`src/rtl/servo_ramp.sv`:
```
`timescale 1ns/1ps
// Slew-rate limiter between target writes and the servo PWM block.
// Once per frame it sweeps every servo and moves cur toward target by at most STEP.
//
// state  | meaning
// IDLE   | counting out the frame; target writes accepted
// UPDATE | sweeping servo idx, one per cycle; writes stalled
module servo_ramp #(
    parameter int WIDTH      = 16,
    parameter int NUM        = 1,
    parameter int ADDR_W     = 4,
    parameter int STEP       = 256,
    parameter int FRAME_BITS = 20
) (
    input  logic                   clk50Mhz,
    input  logic                   rst,
    input  logic                   wrValid,
    output logic                   wrReady,
    input  logic [ADDR_W-1:0]      wrAddr,
    input  logic [WIDTH-1:0]       wrData,
    output logic [WIDTH*NUM-1:0]   posArray,
    output logic                   busy,
    output logic                   badAddr,
    output logic                   frameTick
);

    if (WIDTH < 2 || WIDTH > 16 || NUM < 1 || NUM > (1 << ADDR_W) || STEP < 1 ||
        FRAME_BITS <= ADDR_W) begin : g_param_check
        $error("servo_ramp: illegal parameter combination");
    end

    typedef enum logic {IDLE, UPDATE} state_t;

    localparam logic [WIDTH-1:0]      MID      = {1'b1, {(WIDTH-1){1'b0}}};
    localparam logic [WIDTH-1:0]      STEP_W   = WIDTH'(STEP);
    localparam logic [FRAME_BITS-1:0] CNT_PRE  = {{(FRAME_BITS-1){1'b1}}, 1'b0};
    localparam logic [ADDR_W-1:0]     IDX_LAST = ADDR_W'(NUM - 1);
    localparam logic [ADDR_W:0]       NUM_A    = (ADDR_W + 1)'(NUM);

    state_t                  state;
    logic [ADDR_W-1:0]       idx;
    logic [FRAME_BITS-1:0]   cnt;
    logic [WIDTH-1:0]        target [NUM];
    logic [WIDTH-1:0]        cur    [NUM];
    logic                    wr_fire;

    // The diff is one bit wider than a position, so the comparison never wraps;
    // a STEP at or above 2^WIDTH can never be exceeded and cur lands on target.
    function automatic logic [WIDTH-1:0] step_toward(input logic [WIDTH-1:0] tgt,
                                                     input logic [WIDTH-1:0] c);
        logic signed [WIDTH:0] diff;
        int                    d;
        diff = $signed({1'b0, tgt}) - $signed({1'b0, c});
        d    = int'(diff);
        if (d > STEP)
            return c + STEP_W;
        else if (d < -STEP)
            return c - STEP_W;
        else
            return tgt;
    endfunction

    assign wrReady = (state == IDLE);
    assign busy    = (state == UPDATE);
    assign wr_fire = wrValid && wrReady;

    always_ff @(posedge clk50Mhz) begin
        if (rst) begin
            cnt       <= '0;
            frameTick <= 1'b0;
            state     <= IDLE;
            idx       <= '0;
            badAddr   <= 1'b0;
            for (int i = 0; i < NUM; i++) begin
                target[i] <= MID;
                cur[i]    <= MID;
            end
        end else begin
            cnt       <= cnt + 1'b1;
            frameTick <= (cnt == CNT_PRE);
            badAddr   <= wr_fire && ({1'b0, wrAddr} >= NUM_A);

            for (int i = 0; i < NUM; i++) begin
                if (wr_fire && wrAddr == ADDR_W'(i))
                    target[i] <= wrData;
            end

            case (state)
                IDLE: begin
                    if (frameTick) begin
                        state <= UPDATE;
                        idx   <= '0;
                    end
                end
                UPDATE: begin
                    for (int i = 0; i < NUM; i++) begin
                        if (idx == ADDR_W'(i))
                            cur[i] <= step_toward(target[i], cur[i]);
                    end
                    idx <= idx + 1'b1;
                    if (idx == IDX_LAST)
                        state <= IDLE;
                end
                default: state <= IDLE;
            endcase
        end
    end

    for (genvar g = 0; g < NUM; g++) begin : g_pos
        assign posArray[WIDTH*g +: WIDTH] = cur[g];
    end

endmodule

```
`config.mk`:
```
export PLATFORM = sky130hd
export DESIGN_NAME = servo_ramp
export DESIGN_NICKNAME = d
export VERILOG_FILES = /design/src/rtl/servo_ramp.sv
export SDC_FILE = /design/constraint.sdc
export NUM_CORES = 1
export LEC_CHECK = 0
export CAP_MARGIN = 15
export CORE_ASPECT_RATIO = 1.4
export CORE_UTILIZATION = 40
export CTS_CLUSTER_SIZE = 14
export DETAILED_ROUTE_END_ITERATION = 7
export GPL_TIMING_DRIVEN = 0
export PLACE_DENSITY = 0.63
export SETUP_SLACK_MARGIN = 0.02
export SLEW_MARGIN = 25
export SYNTH_ARGS = -nofsm -noshare
export SYNTH_HDL_FRONTEND = slang
export SYNTH_SLANG_ARGS = --single-unit
```
`constraint.sdc`:
```
create_clock -name clk50Mhz -period 6.6 [get_ports clk50Mhz]
set_input_delay 0.99 -clock clk50Mhz [delete_from_list [all_inputs] [get_ports clk50Mhz]]
set_output_delay 0.99 -clock clk50Mhz [all_outputs]
set_load 0.02 [all_outputs]
```
# --- Word-level counts from Yosys, hierarchy flattened ---
# Memory sizes are Yosys's and may differ from the RTL's.
# Index checks and enable logic that the tools add are counted.
totals:
  elab_cells: 48
  mem_bits_rw: 32
  n_memories: 2
  regBits: 27
  output_inout_bits: 20
  in_bits: 23
op_classes:
  muxes: 23
  eq_ne: 2
  n_addsub: 5
  bitwise: 1
  order_cmp: 3
  n_reduce_logical: 7
mem_list:
  columns: ["name", "depth", "word_bits", "read_ports", "rd_ports_with_merged_regs", "write_ports", "line", "source"]
  rows:
  - ["cur", 1, 16, 1, 0, 1, "44", "logic [WIDTH-1:0] cur [NUM];"]
  - ["target", 1, 16, 1, 0, 1, "43", "logic [WIDTH-1:0] target [NUM];"]
op_table:
  columns: ["operator", "n"]
  rows:
  - ["two-way mux 16 bit", 7]
  - ["OR reduction 16 bit", 2]
  - ["adder 20 x 1 -> 20 bit, second input constant", 1]
  - ["== test 20 bit, second input constant", 1]
  - ["> comparator 17 x 10 -> 1 bit, second input constant", 1]
  - ["< comparator 17 x 9 -> 1 bit, second input constant", 1]
  - ["subtractor 16 x 16 -> 17 bit", 1]
  - ["adder 16 x 9 -> 16 bit, second input constant", 1]
  - ["subtractor 16 x 9 -> 16 bit, second input constant", 1]
  - ["two-way mux 1 bit", 13]
  - ["logical NOT 4 bit", 2]
  - ["one-hot mux 4 bit (2 select lines)", 1]
  - ["adder 4 x 1 -> 4 bit, second input constant", 1]
  - [">= comparator 4 x 1 -> 1 bit, second input constant", 1]
  - ["two-way mux 4 bit", 1]
  - ["logical AND 1 bit", 3]
  - ["inequality test 2 x 1 -> 1 bit, second input constant", 1]
  - ["one-hot mux 1 bit (2 select lines)", 1]
  - ["inverter 1 bit", 1]

# --- Longest topological paths before layout ---
# Gate-level depths: netlist of the first run.
depth:
  ltp_word: 8
  ltp_mapped: 12
  ltp_nobuf: 12

# --- Worst setup path before layout of the first run ---
# No wires, ideal clock.
synth_path:
  kind: "reg2reg"
  start: "mem cur[0][0]"
  end: "mem cur[0][0] (enable)"
  arrival_ns: 3.128
  stages_incl_launch_ff: 12
  required_ns: 6.274
  period_less_slack_ns: 3.454
  slack_ns: 3.146
  path_cell_list: "edfxtp_1 -> ha_1 -> fa_1 -> and2b_4 -> o2111ai_2 -> a31oi_1 -> o21ai_1 -> mux2i_1 -> a2111oi_4 -> and3_2 -> mux2_4 -> a21o_1"
synth_lines:
  columns: ["item", "line"]
  rows:
  - ["start, declared", "44"]

==> results.md, run 1 <==
| Quantity | Reported |
|---|---|
| Status | complete, no violations |
| Number of nets produced by synthesis | 469 |
| DIE AREA | 10200 um^2 |
| RePlAce Congestion | 0.891 |
| Worst hold slack across all endpoints | 0.488 ns |
| Number of H-tree branching levels | 3 |
| Global-route wire length before repair | 15.8 mm |
| Max-Slew Margin vs Limit | 0.507 |
| Antenna diodes | 0 |
| Inserted Clock Buffers | 9 |
| Prevailing post-synth register cell | sky130_fd_sc_hd__edfxtp_1 |
| Layout filler cell count | 904 |
| Area of the core | 9460 um^2 |
| DRT iter0 DRCs | 212 |
| Clock latency of the later-clocked register in the worst-skew pair | 0.33 ns |
| Overall routed net length | 9.51 mm |
| Post CTS Setup Buffer Count | 0 |
| Number of global-route vias before repair | 3326 |
| Routed WL per cell | 16.1 um |
| Post-route non-filler standard cell count | 591 |
| DRC violation count after routing | 0 |
| Proportion of synthesized chip area in sequential cells | 0.384 |
| Placed insts | 575 |
| Number of instances in the synthesized netlist | 423 |
| Post-synthesis cell type count | 71 |
| Max Buffers Root-to-Sink | 2 |
| Number of warnings reported in the yosys synthesis log | 0 |
| Data arrival, critical path | 3.84 ns |
| Clock tree from TritonCTS | built |
| Post-synth EDFFs | 32 |
| Placed wire-length estimate after detailed placement | 7.31 mm |
| IO buf count | 42 |
| Category of the worst setup path launch point | flop |
| Final Max Slew Viols | 0 |
| Number of hold buffers added after cts | 0 |
| Number of rows created at floorplan | 42 |
| Vias per cell | 5.69 |
| Post-layout net count | 522 |
| Antenna-violating nets left | 0 |
| Global-route usage over all layers | 0.199 |
| Power per Cell Area | 227 nW/um^2 |
| Post-synthesis area per instance | 9.24 um^2 |
| Clock period minus worst slack | 3.84 ns |
| Die outline width | 85.6 um |
| Top-level port count | 43 |
| Clock transition at the registers of the reported paths | 0.05 ns |
| Number of maximum-capacitance violations | 0 |
| Cell Area, Synth | 3910 um^2 |
| Layout-stage area growth over the synthesis result | 23.2% |
| Setup slack of the most critical reg-to-reg path | 2.76 ns |
| Final Hold Viols | 0 |
| Category of the critical setup timing path | flop to flop |
| RSZ-0062 raised after global routing | false |
| Vias | 3361 |
| Kind of capture point of the worst setup path | flop |
| Final setup fails | 0 |
| Root cell of the clock tree | sky130_fd_sc_hd__clkbuf_16 |
| Setup TNS after final layout | 0 ns |
| Class of the tightest hold or removal check | flop to flop |
| VDD IR max | 0.000161 V |
| Clock sink total | 59 |
| Number of gates resized after CTS | 0 |
| Chip Height | 119 um |
| Fraction of layout cells with a size suffix above 1 | 0.0811 |
| Highest clock rate | 0.260 GHz |
| Measured slew at the worst slew-check pin | 0.729 ns |
| Overall power after layout | 0.00109 W |
| Drt pass-1 iters | 4 |
| Maximum fanout along the worst path | 8 |
| Leakage | 1.87 nW |
| Final worst clock skew | 0.00608 ns |
| Share of flip-flops with an asynchronous set or reset after synthesis | 0 |
| Number of flip-flops and latches in the synthesized netlist | 59 |
| Starting density of the core | 0.413 |
| Final period util | 0.582 |
| Antenna violations before repair | 0 |
| Worst EP required | 6.59 ns |
| Overflow after GRT | 0 |
| Maximum number of pins on one net before global-route repair | 17 |
cell type report:
| class | count | area [um^2] | area share |
|---|---|---|---|
| plain buffers | 14 | 57.6 | 0.0120 |
| inverters | 25 | 93.8 | 0.0195 |
| multi-input cells | 325 | 2260 | 0.470 |
| clock inverters | 7 | 116 | 0.0242 |
| well taps | 110 | 138 | 0.0286 |
| clock buffers | 9 | 225 | 0.0468 |
| flip-flops and latches | 59 | 1500 | 0.312 |
| repair buffers | 42 | 420 | 0.0873 |
cells in the final DEF, fill, tap and decap left out, types with 3 or more instances in the layout:
| master | count |
|---|---|
| sky130_fd_sc_hd__a211oi_1 | 6 |
| sky130_fd_sc_hd__a21o_1 | 8 |
| sky130_fd_sc_hd__a21oi_1 | 20 |
| sky130_fd_sc_hd__a31oi_1 | 3 |
| sky130_fd_sc_hd__and2_1 | 19 |
| sky130_fd_sc_hd__and3_1 | 12 |
| sky130_fd_sc_hd__and4_1 | 3 |
| sky130_fd_sc_hd__buf_2 | 3 |
| sky130_fd_sc_hd__bufinv_16 | 3 |
| sky130_fd_sc_hd__clkbuf_1 | 9 |
| sky130_fd_sc_hd__clkbuf_16 | 9 |
| sky130_fd_sc_hd__clkdlybuf4s50_1 | 42 |
| sky130_fd_sc_hd__dfxtp_1 | 27 |
| sky130_fd_sc_hd__edfxtp_1 | 32 |
| sky130_fd_sc_hd__ha_1 | 22 |
| sky130_fd_sc_hd__inv_1 | 25 |
| sky130_fd_sc_hd__mux2i_1 | 7 |
| sky130_fd_sc_hd__nand2_1 | 26 |
| sky130_fd_sc_hd__nand2b_1 | 4 |
| sky130_fd_sc_hd__nand3_1 | 14 |
| sky130_fd_sc_hd__nand3b_1 | 3 |
| sky130_fd_sc_hd__nand4_1 | 8 |
| sky130_fd_sc_hd__nor2_1 | 41 |
| sky130_fd_sc_hd__nor3_1 | 12 |
| sky130_fd_sc_hd__nor4_1 | 4 |
| sky130_fd_sc_hd__o211ai_1 | 4 |
| sky130_fd_sc_hd__o21a_1 | 4 |
| sky130_fd_sc_hd__o21ai_0 | 16 |
| sky130_fd_sc_hd__or3_1 | 6 |
| sky130_fd_sc_hd__xnor2_1 | 21 |
| sky130_fd_sc_hd__xor2_1 | 13 |
logic make-up after synthesis:
logic type	count (synthesis)	synth area share
AOI/OAI and AO/OA	96	0.182
xor gates and xnor gates	34	0.0762
adders and majority gates	23	0.0755
buffers and inverters	39	0.0387
DFF	59	0.384
muxes	8	0.0218
and+or+nand+nor	164	0.221
layer usage:
layer,routed length (um),up-vias,GRT usage
met5,0,-,0
met4,207,0,0.0750
met3,331,16,0.0333
met2,5130,82,0.367
met1,3840,1611,0.224
li1,-,1652,-
stage by stage:
step                cell area, um^2  worst slack [ns]   util
floorplan                      3910              3.15      -
global placement               4470              2.87  0.472
detailed placement             4470              2.83  0.473
CTS                            4820              2.78  0.509
global route                   4820              2.55  0.509
finish                         4820              2.76  0.509
final timing paths:
| path | startpoint | to | cells past startpoint |
|---|---|---|---|
| max reg2reg | cur[0][0] | cur[0][0] | 11 |
| min | cnt[14] | cnt[14] | 2 |
| min reg2reg | cnt[14] | cnt[14] | 2 |
| max | cur[0][0] | cur[0][0] | 11 |
power breakdown:
group | internal, W | switching [W] | total [W] | leakage, nW
registers | 0.000396 | 0.00000852 | 0.000405 | 0.542
clock network | 0.000368 | 0.000167 | 0.000534 | 0.167
logic | 0.0000675 | 0.0000879 | 0.000155 | 1.16
state kept, by name, summed over array words and instances, names as in the netlist:
name and flops:
badAddr 1, cnt 20, idx 4, target 16, busy 1, cur 16, frameTick 1
critical path: stages, from the launching register on:
cell	delay, ns
sky130_fd_sc_hd__edfxtp_1	0.40
sky130_fd_sc_hd__ha_1	0.25
sky130_fd_sc_hd__fa_1	0.41
sky130_fd_sc_hd__and2b_4	0.28
sky130_fd_sc_hd__o2111ai_2	0.16
sky130_fd_sc_hd__a31oi_1	0.38
sky130_fd_sc_hd__o21ai_1	0.14
sky130_fd_sc_hd__mux2i_1	0.17
sky130_fd_sc_hd__a2111oi_4	0.46
sky130_fd_sc_hd__and3_2	0.28
sky130_fd_sc_hd__mux2_4	0.21
sky130_fd_sc_hd__a21o_1	0.35
Yosys cell counts, types with 2 or more instances:
cell | count | share of area
sky130_fd_sc_hd__o21ai_0 | 16 | 0.020
sky130_fd_sc_hd__clkbuf_1 | 9 | 0.0086
sky130_fd_sc_hd__nor2_1 | 41 | 0.039
sky130_fd_sc_hd__ha_1 | 22 | 0.070
sky130_fd_sc_hd__and3_1 | 12 | 0.019
sky130_fd_sc_hd__or3_1 | 6 | 0.0096
sky130_fd_sc_hd__a21oi_2 | 2 | 0.0045
sky130_fd_sc_hd__buf_2 | 3 | 0.0038
sky130_fd_sc_hd__a31o_2 | 2 | 0.0045
sky130_fd_sc_hd__mux2i_1 | 7 | 0.018
sky130_fd_sc_hd__xnor2_1 | 21 | 0.047
sky130_fd_sc_hd__and2_1 | 19 | 0.030
sky130_fd_sc_hd__nor3_1 | 12 | 0.015
sky130_fd_sc_hd__o21a_1 | 4 | 0.0077
sky130_fd_sc_hd__o211ai_1 | 4 | 0.0077
sky130_fd_sc_hd__o22ai_1 | 2 | 0.0032
sky130_fd_sc_hd__nor4_1 | 4 | 0.0064
sky130_fd_sc_hd__a211o_1 | 2 | 0.0045
sky130_fd_sc_hd__and4_1 | 3 | 0.0067
sky130_fd_sc_hd__a221o_1 | 2 | 0.0051
sky130_fd_sc_hd__or2_2 | 2 | 0.0032
sky130_fd_sc_hd__dfxtp_1 | 27 | 0.14
sky130_fd_sc_hd__a211oi_1 | 6 | 0.012
sky130_fd_sc_hd__a21o_1 | 8 | 0.015
sky130_fd_sc_hd__a31oi_1 | 3 | 0.0048
sky130_fd_sc_hd__nand2_1 | 26 | 0.025
sky130_fd_sc_hd__nand3_1 | 14 | 0.018
sky130_fd_sc_hd__xor2_1 | 13 | 0.029
sky130_fd_sc_hd__a41o_1 | 2 | 0.0051
sky130_fd_sc_hd__edfxtp_1 | 32 | 0.25
sky130_fd_sc_hd__nand2b_1 | 4 | 0.0064
sky130_fd_sc_hd__nand4_1 | 8 | 0.013
sky130_fd_sc_hd__o2111ai_1 | 2 | 0.0045
sky130_fd_sc_hd__inv_1 | 25 | 0.024
sky130_fd_sc_hd__nand3b_1 | 3 | 0.0058
sky130_fd_sc_hd__a21oi_1 | 20 | 0.026
(Power assumes the default switching activity.)
==> run 2, diff against run 1 <==
--- a/config.mk
+++ b/config.mk
@@ -11,7 +11,7 @@
 export CTS_CLUSTER_SIZE = 14
 export DETAILED_ROUTE_END_ITERATION = 7
 export GPL_TIMING_DRIVEN = 0
-export PLACE_DENSITY = 0.63
+export PLACE_DENSITY = 0.65
 export SETUP_SLACK_MARGIN = 0.02
 export SLEW_MARGIN = 25
 export SYNTH_ARGS = -nofsm -noshare
==> constraint.sdc (replaced) <==
create_clock -name clk50Mhz -period 3.32 [get_ports clk50Mhz]
set_input_delay 0.498 -clock clk50Mhz [delete_from_list [all_inputs] [get_ports clk50Mhz]]
set_output_delay 0.498 -clock clk50Mhz [all_outputs]
set_load 0.02 [all_outputs]
==> run 2 against run 1 <==
  * The run now ends with negative setup slack left
  * Fmax grew 16%
  * Clock skew grew 0.0027 ns
  * Utilization grew 3.2 points
  * Design area grew 6.3%
  * Via count grew 3.2%
  * Count of clock-buffer cells in the layout grew 4
  * Sequential share of layout area shrank 1.8 points
  * Power grew 90%
  * Worst setup slack lost 2.8 ns
  * Global-route usage grew 0.39 points
  * Combinational power grew 140%
  * Wire length grew 5.3%
==> results.md, run 2 (same netlist as run 1, synthesis figures left out) <==
| Quantity | Reported | Change |
|---|---|---|
| Chip Height | 119 um | unchanged |
| Worst Setup Slack post-DPL | -0.215 ns | -3.04 ns |
| Data arrival, critical path | 3.36 ns | -0.48 ns |
| Status | finished with violations |  |
| Number of maximum-capacitance violations | 0 | unchanged |
| Final setup fails | 8 | +8 |
| Clock tree from TritonCTS | built |  |
| Vias | 3467 | +3.2% |
| Global-route usage over all layers | 0.202 | +0.00391 |
| Net switching share of the total power | 0.248 | +0.00776 |
| Vias per cell | 5.71 | +0.43% |
| Amount of wire on met3 after detailed routing | 331 um | unchanged |
| Comb pwr share | 0.179 | +0.037 |
| Antenna-violating nets left | 0 | unchanged |
| Number of rows created at floorplan | 42 | unchanged |
| Max Buffers Root-to-Sink | 2 | unchanged |
| Most common library cell in the layout ignoring fill and taps | sky130_fd_sc_hd__clkdlybuf4s50_1 |  |
| Number of H-tree branching levels | 3 | unchanged |
| Class of the tightest hold or removal check | flop to flop |  |
| Delay contributed by the slowest stage of the critical path | 0.43 ns | -0.03 ns |
| Drt pass-1 iters | 4 | unchanged |
| Global-route wire length before repair | 16.3 mm | +2.9% |
| Root cell of the clock tree | sky130_fd_sc_hd__clkbuf_16 |  |
| RePlAce Congestion | 0.866 | -2.8% |
| Overflow after GRT | 0 | unchanged |
| Die outline width | 85.6 um | unchanged |
| Setup TNS after final layout | -0.0156 ns | -0.0156 ns |
| Placed wire-length estimate after detailed placement | 7.55 mm | +3.2% |
| Sequential power share | 0.386 | +0.016 |
| Measured slew at the worst slew-check pin | 0.837 ns | +0.108 ns |
| DRT iter0 DRCs | 113 | -47% |
| Leakage | 1.94 nW | +4.0% |
| Worst hold slack across all endpoints | 0.493 ns | +0.00497 ns |
| Largest register FFs | 20 | unchanged |
| RSZ-0062 raised after global routing | true |  |
| IO buf count | 42 | unchanged |
| Net load switching power | 0.000517 W | +97% |
| Overall routed net length | 10.0 mm | +5.3% |
| Crit path setup slack, layout | -0.00428 ns | -2.76 ns |
| Final Hold Viols | 0 | unchanged |
| Clock transition at the registers of the reported paths | 0.05 ns | about the same |
| Wl on met1 | 3.91 mm | +1.8% |
| Highest clock rate | 0.301 GHz | +16% |
| Antenna diodes | 0 | unchanged |
| Most flop-heavy register | cnt |  |
| Registers with the most flip-flops | cnt (20), cur (16), target (16) |  |
| Violated checks | negative setup slack |  |
| Fraction of layout cells with a size suffix above 1 | 0.163 | +0.0819 |
| Layout-stage area growth over the synthesis result | 30.9% |  |
| Inserted Clock Buffers | 9 | unchanged |
| DRC violation count after routing | 0 | unchanged |
| Maximum number of pins on one net before global-route repair | 17 | unchanged |
| Worst EP required | 3.35 ns | -3.24 ns |
| Top routing layer used | met4 |  |
| Commonest cells after routing, fill and taps aside | 42 x sky130_fd_sc_hd__clkdlybuf4s50_1, 39 x sky130_fd_sc_hd__nor2_1, 32 x sky130_fd_sc_hd__edfxtp_1, 27 x sky130_fd_sc_hd__dfxtp_1, 26 x sky130_fd_sc_hd__nand2_1 |  |
| Starting density of the core | 0.413 | unchanged |
| Kind of cell adding the most delay to the critical path | compound AO/OA/AOI/OAI gates |  |
| Clock network power share | 0.435 | -0.053 |
| Met2 layer wire length in the routed design | 5.46 mm | +6.4% |
| Area of the core | 9460 um^2 | unchanged |
| Final Max Slew Viols | 0 | unchanged |
| Category of the critical setup timing path | flop to flop |  |
| Final worst clock skew | 0.00879 ns | +0.00270 ns |
| CP cell instances | ha_4, fa_2, and2b_4, o2111ai_4, a31oi_4, o21ai_2, mux2i_2, a2111oi_4, and3_4, mux2_4, a21o_4 |  |
| Number of global-route vias before repair | 3470 | +4.3% |
| Power per Cell Area | 407 nW/um^2 | +79% |
| Kind of capture point of the worst setup path | flop |  |
| DIE AREA | 10200 um^2 | unchanged |
| Internal Pwr Total | 0.00157 W | +88% |
| Worst Path Buf+Inv | 0 | unchanged |
| Top-level port count | 43 | unchanged |
| Antenna violations before repair | 0 | unchanged |
| Max-Slew Margin vs Limit | 0.434 | -0.0728 |
| Post-layout net count | 538 | +3.1% |
| Category of the worst setup path launch point | flop |  |
| Cell with the largest stage delay on the worst path | sky130_fd_sc_hd__edfxtp_1 |  |
| Clock sink total | 59 | unchanged |
| VDD IR max | 0.000333 V | +110% |
| Routed WL per cell | 16.5 um | +2.5% |
| Maximum fanout along the worst path | 8 | unchanged |
| Final period util | 1.00 | +0.419 |
| Clock period minus worst slack | 3.32 ns | -0.520 ns |
| Clock latency of the later-clocked register in the worst-skew pair | 0.32 ns | about the same |
==> run 2: worst min-delay path: stages, from the launching register on <==
cell and delay [ns]:
sky130_fd_sc_hd__dfxtp_1 0.31, sky130_fd_sc_hd__o21ai_0 0.07, sky130_fd_sc_hd__a21oi_1 0.06
==> run 2: metrics by stage <==
stage | instances | area, um^2 | util | total power, W
after floorplan | 423 | 3920 | - | 0.00103
after global placement | 575 | 4480 | 0.474 | 0.00112
after detailed placement | 575 | 4480 | 0.474 | 0.00113
after CTS | 597 | 4890 | 0.517 | 0.00205
after global routing | 607 | 5120 | 0.541 | 0.00217
final | 607 | 5120 | 0.541 | 0.00208
==> run 2: layout make-up <==
| type | count | area [um^2] |
|---|---|---|
| clock buffers | 13 | 260 |
| fillers | 843 | 4340 |
| clock inverters | 3 | 37.5 |
| plain buffers | 14 | 67.6 |
| flip-flops and latches | 59 | 1500 |
| inverters | 25 | 93.8 |
| repair buffers | 58 | 557 |
| well taps | 110 | 138 |
| multi-input cells | 325 | 2460 |
==> run 2: path summary, 6_finish.rpt <==
| check | from | endpoint | slack (ns) | cells past startpoint |
|---|---|---|---|---|
| setup reg to reg | cur[0][0] | cur[0][1] | -0.004 | 11 |
| hold / removal | cnt[19] | cnt[19] | 0.49 | 2 |
| setup / recovery | cur[0][0] | cur[0][1] | -0.004 | 11 |
| hold reg to reg | cnt[19] | cnt[19] | 0.49 | 2 |
==> run 2: layer usage <==
layer | track usage | vias to the layer above
met3 | 0.0395 | 29
met4 | 0.0990 | 0
met1 | 0.213 | 1672
met2 | 0.377 | 86
li1 | - | 1680
met5 | 0 | -
==> run 2: power by group through the flow <==
| stage | sequential [W] | combinational [W] | clock (W) |
|---|---|---|---|
| after detailed placement | 0.000820 | 0.000307 | 0 |
| after CTS | 0.000806 | 0.000325 | 0.000919 |
| final | 0.000805 | 0.000374 | 0.000906 |
| after global placement | 0.000820 | 0.000302 | 0 |
| after floorplan | 0.000823 | 0.000206 | 0 |
| after global routing | 0.000807 | 0.000404 | 0.000954 |
==> run 2: what timing repair did <==
item,CTS,global route
pin swaps,6,15
hold endpoints to repair,0,0
endpoints found under the setup margin,22,23
buffers inserted,6,10
hold buffers,0,0
gates cloned,0,0
gates resized for setup,11,37
==> run 3, diff against run 2 <==
--- a/config.mk
+++ b/config.mk
@@ -5,13 +5,13 @@
 export SDC_FILE = /design/constraint.sdc
 export NUM_CORES = 1
 export LEC_CHECK = 0
-export CAP_MARGIN = 15
+export CAP_MARGIN = 10
 export CORE_ASPECT_RATIO = 1.4
-export CORE_UTILIZATION = 40
+export CORE_UTILIZATION = 52
 export CTS_CLUSTER_SIZE = 14
 export DETAILED_ROUTE_END_ITERATION = 7
 export GPL_TIMING_DRIVEN = 0
-export PLACE_DENSITY = 0.65
+export PLACE_DENSITY = 0.8
 export SETUP_SLACK_MARGIN = 0.02
 export SLEW_MARGIN = 25
 export SYNTH_ARGS = -nofsm -noshare
==> run 3 against run 2 <==
  * Highest routed layer unchanged
  * The run still ends with negative setup slack left
  * Utilization rose by 14 points
  * Clock power decreased by 33%
  * Worst hold slack better by 0.0065 ns
==> results.md, run 3 (same netlist as run 1, synthesis figures left out) <==
| Quantity | Reported | Change |
|---|---|---|
| Status | finished with violations |  |
| Violated checks | negative setup slack |  |
| Most flop-heavy register | cnt |  |
| Most common library cell in the layout ignoring fill and taps | sky130_fd_sc_hd__clkdlybuf4s50_1 |  |
| Antenna violations before repair | 0 | unchanged |
| Final Max Slew Viols | 0 | unchanged |
| Clock transition at the registers of the reported paths | 0.07 ns | +0.02 ns |
| Drt pass-1 iters | 5 | +1 |
| Vias | 3610 | +4.1% |
| Category of the critical setup timing path | flop to flop |  |
| Overflow after GRT | 0 | unchanged |
| Final worst clock skew | 0.0105 ns | +0.00172 ns |
| CP cell instances | ha_4, fa_2, and2b_4, o31a_1, a41o_1, xor2_2, buf_4, o41ai_2, and3_4, and3_4, mux2_4, buf_6, and3_1 |  |
| Highest clock rate | 0.299 GHz | -0.63% |
| Data arrival, critical path | 3.44 ns | +0.08 ns |
| Number of hold buffers added after cts | 0 | unchanged |
| Number of H-tree branching levels | 3 | unchanged |
| Starting density of the core | 0.535 | +0.121 |
| Inserted Clock Buffers | 9 | unchanged |
| Die outline width | 75.3 um | -12% |
| Final period util | 1.01 | +0.00639 |
| Antenna-violating nets left | 0 | unchanged |
| Placed cell areas | 4470 um^2 | -0.22% |
| Number of maximum-capacitance violations | 0 | unchanged |
| Clock latency of the later-clocked register in the worst-skew pair | 0.34 ns | +0.02 ns |
| Final Hold Viols | 0 | unchanged |
| Registers with the most flip-flops | cnt (20), cur (16), target (16) |  |
| Leakage | 1.92 nW | -1.1% |
| Sequential power share | 0.450 | +0.064 |
| Antenna diodes | 0 | unchanged |
| Met1 layer usage reported by global route | 0.313 | +0.100 |
| Met3 usage | 0.0482 | +0.00871 |
| Clock period minus worst slack | 3.35 ns | +0.0212 ns |
| Class of the tightest hold or removal check | flop to flop |  |
| Comb pwr share | 0.210 | +0.031 |
| Area of the multi-input gates | 2420 um^2 | -1.6% |
| Total non-filler cell area in the finished layout | 4980 um^2 | -2.7% |
| Clock tree from TritonCTS | built |  |
| Root cell of the clock tree | sky130_fd_sc_hd__clkbuf_8 |  |
| Number of global-route vias before repair | 3435 | -1.0% |
| Kind of capture point of the worst setup path | flop |  |
| Crit path setup slack, layout | -0.0255 ns | -0.0212 ns |
| Overall routed net length | 10.0 mm | about the same |
| Maximum number of pins on one net before global-route repair | 17 | unchanged |
| Number of rows created at floorplan | 37 | -12% |
| Delay contributed by the slowest stage of the critical path | 0.46 ns | +0.03 ns |
| Routed WL per cell | 16.7 um | +1.1% |
| RSZ-0062 raised after global routing | true |  |
| Layout-stage area growth over the synthesis result | 27.4% |  |
| RePlAce Congestion | 0.887 | +2.4% |
| Post-layout net count | 544 | +1.1% |
| Max Buffers Root-to-Sink | 2 | unchanged |
| Layout filler cell count | 572 | -32% |
| Cell with the largest stage delay on the worst path | sky130_fd_sc_hd__edfxtp_1 |  |
| Overall power after layout | 0.00179 W | -14% |
| Measured slew at the worst slew-check pin | 0.737 ns | -0.101 ns |
| GR Util met2 | 0.418 | +0.0414 |
| Clock sink total | 59 | unchanged |
| IO buf count | 42 | unchanged |
| Chip Height | 105 um | -12% |
| Maximum fanout along the worst path | 5 | -3 |
| Placed wire-length estimate after detailed placement | 7.05 mm | -6.6% |
| VDD IR max | 0.000322 V | -3.3% |
| Vias per cell | 6.02 | +5.3% |
| Top-level port count | 43 | unchanged |
| Commonest cells after routing, fill and taps aside | 42 x sky130_fd_sc_hd__clkdlybuf4s50_1, 40 x sky130_fd_sc_hd__nor2_1, 32 x sky130_fd_sc_hd__edfxtp_1, 27 x sky130_fd_sc_hd__dfxtp_1, 26 x sky130_fd_sc_hd__nand2_1 |  |
| Net load switching power | 0.000500 W | -3.4% |
| Global-route usage over all layers | 0.258 | +0.0561 |
| Area of the core | 7310 um^2 | -23% |
| Most heavily used metal layer in global routing | met2 |  |
| Category of the worst setup path launch point | flop |  |
| DIE AREA | 7870 um^2 | -23% |
| Power per Cell Area | 359 nW/um^2 | -12% |
| Internal Pwr Total | 0.00129 W | -18% |
| Clock network power share | 0.340 | -0.095 |
| Storage element area | 1500 um^2 | unchanged |
| Fraction of layout cells with a size suffix above 1 | 0.169 | +0.00601 |
| Global-route wire length before repair | 15.5 mm | -4.5% |
| DRC violation count after routing | 0 | unchanged |
| Worst EP required | 3.42 ns | +0.07 ns |
| Crit-path most repeated cell | sky130_fd_sc_hd__and3_4 |  |
| Final setup fails | 13 | +5 |
| Worst Setup Slack post-DPL | -0.162 ns | +0.0530 ns |
| Net switching share of the total power | 0.280 | +0.0314 |
| Setup TNS after final layout | -0.256 ns | -0.240 ns |
| Max-Slew Margin vs Limit | 0.502 | +0.0677 |
| Largest register FFs | 20 | unchanged |
| DRT iter0 DRCs | 189 | +67% |
[run 3: per-layer routing]
layer	vias up	part of all wire
met5	-	0
met4	0	0.047
met3	43	0.043
met2	151	0.52
met1	1712	0.39
li1	1704	-
[run 3: worst paths after layout]
| kind | startpoint | endpoint | slack, ns | cells past startpoint |
|---|---|---|---|---|
| min reg2reg | cnt[19] | cnt[19] | 0.50 | 2 |
| min | cnt[19] | cnt[19] | 0.50 | 2 |
| max | cur[0][0] | cur[0][2] | -0.03 | 13 |
| max reg2reg | cur[0][0] | cur[0][2] | -0.03 | 13 |
[run 3: cell type report]
class,instances,area share
tap,97,0.0244
timing repair buffer,64,0.118
multi-input combinational,325,0.487
clock inverter,4,0.00477
sequential,59,0.302
clock buffer,12,0.0334
inverter,25,0.0188
buffer,14,0.0121
[run 3: what timing repair did]
action	4_1_cts	5_1_grt
pin swaps	7	16
gates resized for setup	10	25
setup buffers	3	19
setup endpoints to repair	22	24
[run 3: through the flow]
stage          hold WS [ns]  instances   util
2_1_floorplan         0.449        423      -
3_3_place_gp          0.463        562  0.611
3_5_place_dp          0.482        562  0.611
4_1_cts               0.497        581  0.649
5_1_grt               0.517        600  0.681
6_report              0.500        600  0.681
[run 3: worst max-delay path, delay by kind of cell (launching register included)]
kind | cells | cell delay [ns]
flops | 1 | 0.46
simple gates | 4 | 0.83
xor+xnor | 1 | 0.20
buf+inv | 2 | 0.29
mux | 1 | 0.30
fa+ha+maj | 2 | 0.55
compound gates | 3 | 0.47
[run 3: power by group through the flow]
stage	Sequential, W	Clock [W]	Combinational, W
6_report	0.000804	0.000608	0.000375
3_5_place_dp	0.000819	0	0.000306
5_1_grt	0.000805	0.000654	0.000403
3_3_place_gp	0.000818	0	0.000299
2_1_floorplan	0.000823	0	0.000206
4_1_cts	0.000803	0.000620	0.000324
